<file path="src/rtl/mod_instr_fetch_pkg.sv">
// Shared definitions for the instruction-fetch front end: FSM encodings, MIPS field positions,
// opcode constants and PC helper functions.
package mod_instr_fetch_pkg;

  localparam logic [1:0] S_IDLE  = 2'd0;
  localparam logic [1:0] S_FETCH = 2'd1;
  localparam logic [1:0] S_ISSUE = 2'd2;

  localparam int unsigned OPCODE_MSB = 31;
  localparam int unsigned OPCODE_LSB = 26;
  localparam int unsigned RS_MSB     = 25;
  localparam int unsigned RS_LSB     = 21;
  localparam int unsigned RT_MSB     = 20;
  localparam int unsigned RT_LSB     = 16;
  localparam int unsigned RD_MSB     = 15;
  localparam int unsigned RD_LSB     = 11;
  localparam int unsigned SHAMT_MSB  = 10;
  localparam int unsigned SHAMT_LSB  = 6;
  localparam int unsigned FUNCT_MSB  = 5;
  localparam int unsigned FUNCT_LSB  = 0;
  localparam int unsigned IMM_MSB    = 15;
  localparam int unsigned TARGET_MSB = 25;

  localparam logic [5:0] J_OPCODE   = 6'h02;
  localparam logic [5:0] BEQ_OPCODE = 6'h04;

  // Word-aligned, sign-extended branch displacement.
  function automatic logic [31:0] branch_offset(input logic [15:0] imm);
    return {{14{imm[15]}}, imm, 2'b00};
  endfunction

  // Jump target stays inside the 256 MB region of the delay-slot address.
  function automatic logic [31:0] jump_target(input logic [31:0] pc_plus4,
                                              input logic [25:0] target);
    return {pc_plus4[31:28], target, 2'b00};
  endfunction

endpackage

</file>
<file path="src/rtl/mod_next_pc.sv">
// Combinational next-PC resolution: jump beats taken branch beats sequential.
module mod_next_pc
  import mod_instr_fetch_pkg::*;
(
  input  logic [31:0] pc_plus4,
  input  logic [25:0] instr_low,
  input  logic        jump,
  input  logic        branch,
  input  logic        zero,
  output logic [31:0] next_pc
);

  always_comb begin
    next_pc = pc_plus4;
    if (jump) begin
      next_pc = jump_target(pc_plus4, instr_low[TARGET_MSB:0]);
    end else if (branch && zero) begin
      next_pc = pc_plus4 + branch_offset(instr_low[IMM_MSB:0]);
    end
  end

endmodule

</file>
<file path="src/rtl/mod_instr_fetch.sv">
// Instruction-fetch front end: PC, imem req/ack fetch, field split and valid/ready issue.
// Optional IFETCH_PERF_CNT_EN adds fetch_cnt / redirect_cnt performance counters.
module mod_instr_fetch
  import mod_instr_fetch_pkg::*;
#(
  parameter logic [31:0] RESET_PC = 32'h0000_0000
) (
  input  logic        clk,
  input  logic        rst_n,
  output logic        imem_req,
  output logic [31:0] imem_addr,
  input  logic        imem_ack,
  input  logic [31:0] imem_rdata,
  output logic        instr_valid,
  input  logic        instr_ready,
  output logic [5:0]  opcode,
  output logic [4:0]  rs,
  output logic [4:0]  rt,
  output logic [4:0]  rd,
  output logic [4:0]  shamt,
  output logic [5:0]  funct,
  output logic [15:0] imm,
  output logic [31:0] pc,
  output logic [31:0] pc_plus4,
`ifdef IFETCH_PERF_CNT_EN
  output logic [31:0] fetch_cnt,
  output logic [31:0] redirect_cnt,
`endif
  input  logic        jump,
  input  logic        branch,
  input  logic        zero
);

  logic [1:0]  state_q, state_d;
  logic [31:0] pc_q, pc_d;
  logic [31:0] instr_q, instr_d;
  logic [31:0] next_pc;
  logic        accept;

  assign accept = (state_q == S_ISSUE) && instr_ready;

  mod_next_pc u_next_pc (
    .pc_plus4  (pc_plus4),
    .instr_low (instr_q[TARGET_MSB:0]),
    .jump      (jump),
    .branch    (branch),
    .zero      (zero),
    .next_pc   (next_pc)
  );

  always_comb begin
    state_d = state_q;
    pc_d    = pc_q;
    instr_d = instr_q;
    case (state_q)
      S_IDLE: state_d = S_FETCH;
      S_FETCH: begin
        if (imem_ack) begin
          instr_d = imem_rdata;
          state_d = S_ISSUE;
        end
      end
      S_ISSUE: begin
        if (instr_ready) begin
          pc_d    = next_pc;
          state_d = S_FETCH;
        end
      end
      default: state_d = S_IDLE;
    endcase
  end

  always_ff @(posedge clk) begin
    if (!rst_n) begin
      state_q <= S_IDLE;
      pc_q    <= RESET_PC;
      instr_q <= '0;
    end else begin
      state_q <= state_d;
      pc_q    <= pc_d;
      instr_q <= instr_d;
    end
  end

  // Decode fields come only from the registered word, never straight from imem_rdata.
  always_comb begin
    imem_req    = (state_q == S_FETCH);
    instr_valid = (state_q == S_ISSUE);
    imem_addr   = pc_q;
    pc          = pc_q;
    pc_plus4    = pc_q + 32'd4;
    opcode      = instr_q[OPCODE_MSB:OPCODE_LSB];
    rs          = instr_q[RS_MSB:RS_LSB];
    rt          = instr_q[RT_MSB:RT_LSB];
    rd          = instr_q[RD_MSB:RD_LSB];
    shamt       = instr_q[SHAMT_MSB:SHAMT_LSB];
    funct       = instr_q[FUNCT_MSB:FUNCT_LSB];
    imm         = instr_q[IMM_MSB:0];
  end

`ifdef IFETCH_PERF_CNT_EN
  logic [31:0] fetch_cnt_q, fetch_cnt_d;
  logic [31:0] redirect_cnt_q, redirect_cnt_d;

  always_comb begin
    fetch_cnt_d    = fetch_cnt_q;
    redirect_cnt_d = redirect_cnt_q;
    if (accept) begin
      fetch_cnt_d = fetch_cnt_q + 32'd1;
      if (next_pc != pc_plus4) begin
        redirect_cnt_d = redirect_cnt_q + 32'd1;
      end
    end
  end

  always_ff @(posedge clk) begin
    if (!rst_n) begin
      fetch_cnt_q    <= '0;
      redirect_cnt_q <= '0;
    end else begin
      fetch_cnt_q    <= fetch_cnt_d;
      redirect_cnt_q <= redirect_cnt_d;
    end
  end

  assign fetch_cnt    = fetch_cnt_q;
  assign redirect_cnt = redirect_cnt_q;
`else
  logic unused_accept;
  assign unused_accept = accept;
`endif

endmodule

</file>
<file path="config.mk">
export PLATFORM = sky130hd
export DESIGN_NAME = mod_instr_fetch
export DESIGN_NICKNAME = d
export VERILOG_FILES = /design/src/rtl/mod_instr_fetch_pkg.sv /design/src/rtl/mod_next_pc.sv /design/src/rtl/mod_instr_fetch.sv
export SDC_FILE = /design/constraint.sdc
export NUM_CORES = 1
export LEC_CHECK = 0
export ABC_AREA = 1
export ABC_CLOCK_PERIOD_IN_PS = 2850
export CORE_MARGIN = 2
export CORE_UTILIZATION = 40
export DETAILED_ROUTE_END_ITERATION = 12
export GPL_TIMING_DRIVEN = 1
export PLACE_DENSITY_LB_ADDON = 0.3
export SLEW_MARGIN = 5
export SYNTH_ARGS = -nofsm -noshare
export SYNTH_HDL_FRONTEND = slang
export SYNTH_HIERARCHICAL = 1
export SYNTH_SLANG_ARGS = --single-unit
export TNS_END_PERCENT = 5
</file>
<file path="constraint.sdc">
create_clock -name clk -period 2.85 [get_ports clk]
set_input_delay 0.57 -clock clk [delete_from_list [all_inputs] [get_ports clk]]
set_output_delay 0.57 -clock clk [all_outputs]
set_load 0.1 [all_outputs]
</file>
==> reports/summary.txt <==
Status = complete, but fails checks
Failing checks = setup timing
# DRC = 0
Diode count = 0
Largest net degree at the start of global routing = 35
H-tree depth = 3
CP Cell Sequence = buf_6, clkinvlp_4, nor2_4, nand2_4, nor2_4, buf_6, xor2_4, ha_4, nand2_4, buf_6, nor2_4, nand3_2, nand3b_4, nand2_2, nand3_2, nand2_1, nor2_2, nor2_2, o21ai_1, a21oi_1
Post-Syn Area per Cell = 5.80 um^2
Final max-slew violation count = 0
Pre-Repair DR Iteration Count = 7
Tmin final = 2910 ps
Max_slew headroom = 0.588
Final setup vio count = 16
WL final = 26.2 mm
Met1 usage = 0.383
Clock root buffer = clkbuf_16
Clk Latency, worst-skew pair = 340 ps
FP Rows = 46
Yosys reg bits = 66
Slew @ Worst Pin = 617 ps
Die area = 0.0174 mm^2
Syn nets = 1202
Kind of critical path = flop to flop
Worst Skew = 6.90 ps
Port bufs = 184
Hold WC Path Type = flop to flop
Die X = 132 um
Final Non-Filler Cells = 1604
First-pass GRT wire length = 39.8 mm
Area leader, netlist = nand2_1
Net count reported at finish = 1453
Global Route Usage Sum = 0.286
Netlist cell types = 35
Largest family of logic cells by synthesized area = simple AND/OR/NAND/NOR gates
I/O pin cnt = 185
Max-capacitance violation count = 0
Register area share after synthesis = 0.201
Fmax = 0.344 GHz
Detailed Place HPWL = 20.2 mm
WL per Instance = 16.3 um
Top cells by count, synth = nand2_1 (400), inv_1 (143), nand3_1 (103)
Mapped Cells = 1132
CTS buffer count = 9
Compound-Gate Fraction of Synth Area = 0.109
Vias in the first global route = 7580
Hold_buf cts = 0
Final hold slack = 464 ps
Tot Pwr = 3.21 mW
Area delta synth->final = 60.4%
Share of post-route cells with drive strength above 1 = 0.379
GRT met2 Usage = 0.466
Delay-heaviest family, CP = simple AND/OR/NAND/NOR gates
Lkg Pwr = 5.07 nW
Fraction of synthesized area in multiplexers = 0
Count leader, synth = nand2_1
Die Ht = 132 um
Slowest CP cell = dfxtp_4
Final period utilization = 1.02
Via count = 8179
Simple-Gate Fraction of Synth Area = 0.428
Area contributors post-synth = nand2_1 (23%), dfxtp_1 (20%), inv_1 (8.2%)
R2R Setup Slk = -60 ps
Setup crit end kind = flop
Post-Synth XOR/XNOR Area = 0.0359
Starting DRT DRC Count = 697
CTS clk-pin slew, worst paths = 50 ps
Starting Density = 0.412
DR vias/cell = 5.10
Crit-path max FO = 5
Synth Cell Area = 0.00656 mm^2
Grt met3 use = 0.0534
Dpl cells = 1575
RSZ-0062 raised after global routing = true
Worst Path Arrival = 3140 ps
Total core area = 0.0159 mm^2
Startpoint Class = flop
Fin worst setup slack = -59.9 ps
Post-synth EDFFs = 0
Gr busiest metal = met2
Final RePlAce weighted congestion = 0.972
Post-route ant nets = 0
Top FF cell, synth = dfxtp_1
Synth top area share = 0.229
Initial antenna violation count = 1
Worst IR Drop VDD = 368 uV
Final Hold Viols = 0
Crit-path max cell delay = 370 ps
CTS sink cnt = 66
CTS tree = done
Synth async-reset ratio = 0
Pwr Density = 305 mW/mm^2
Adder-cell share of the synthesized area = 0.0603
GRT Residual Overflow = 0
Buffers plus inverters on the worst setup path = 4
Clock Path Buffers = 2
YS warnings = 6
Worst EP required = 3080 ps
final timing paths:
check	start	end	cells after the start
worst max-delay path	imem_addr[2]	imem_addr[30]	20
worst min-delay path	instr_q[26]	instr_q[26]	2
worst max register to register	imem_addr[2]	imem_addr[30]	20
worst min register to register	instr_q[26]	instr_q[26]	2
per-layer routing:
layer,vias up,part of all wire
met5,-,0
met4,0,0.026
met3,47,0.092
met2,384,0.46
met1,3751,0.42
li1,3997,-
area by class of cell:
type	count	area [um^2]
Clock inverter	2	35.0
Multi-Input combinational cell	834	5140
Sequential cell	66	1350
Inverter	148	559
Tap cell	216	270
Fill cell	1388	5420
Clock buffer	14	264
Timing Repair Buffer	324	2900
tightest hold or removal path: stages, from the launching register on:
cell and delay [ps]:
dfxtp_1 310, nand2_1 60, a21oi_1 50
placed cells by master (no fill, tap or decap), drive strengths merged, types with 30 or more instances in the layout:
master,instances
dfxtp,66
inv,145
a21oi,86
nand3,106
ha,30
nor2,93
nand2,416
buf,286
o21ai,51
clkdlybuf4s50,38
report_power, final:
group	internal [mW]	switching, mW
registers	0.955	0.0432
clock network	0.724	0.396
logic	0.324	0.766
sequential cells by signal, summed over array words and instances, names as in the netlist:
signal / flops
imem_addr: 32
instr_q: 32
state_q: 2
what timing repair did:
action,4_1_cts,5_1_grt
endpoints found under the setup margin,21,26
resized for setup,63,100
setup buffers,5,8
pin swaps,17,57
per-stage QoR:
step                      utilization  setup TNS, ps  cell area, um^2  setup WS, ps
final                           0.660           -598            10500         -59.9
after global routing            0.660          -3790            10500          -203
after CTS                       0.636           -129            10100         -34.5
after detailed placement        0.594          -2490             9470          -272
after global placement          0.594          -1430             9470          -209
after floorplan                     -         -25550             6970          -984
cells by family after synthesis:
family | count (synthesis)
adder cells (fa/ha/maj) | 31
buffers and inverters | 232
XOR/XNOR | 26
AND/OR/NAND/NOR | 637
AO/OA/AOI/OAI | 140
flip-flops | 66
Power figures use the tool's default switching activity.
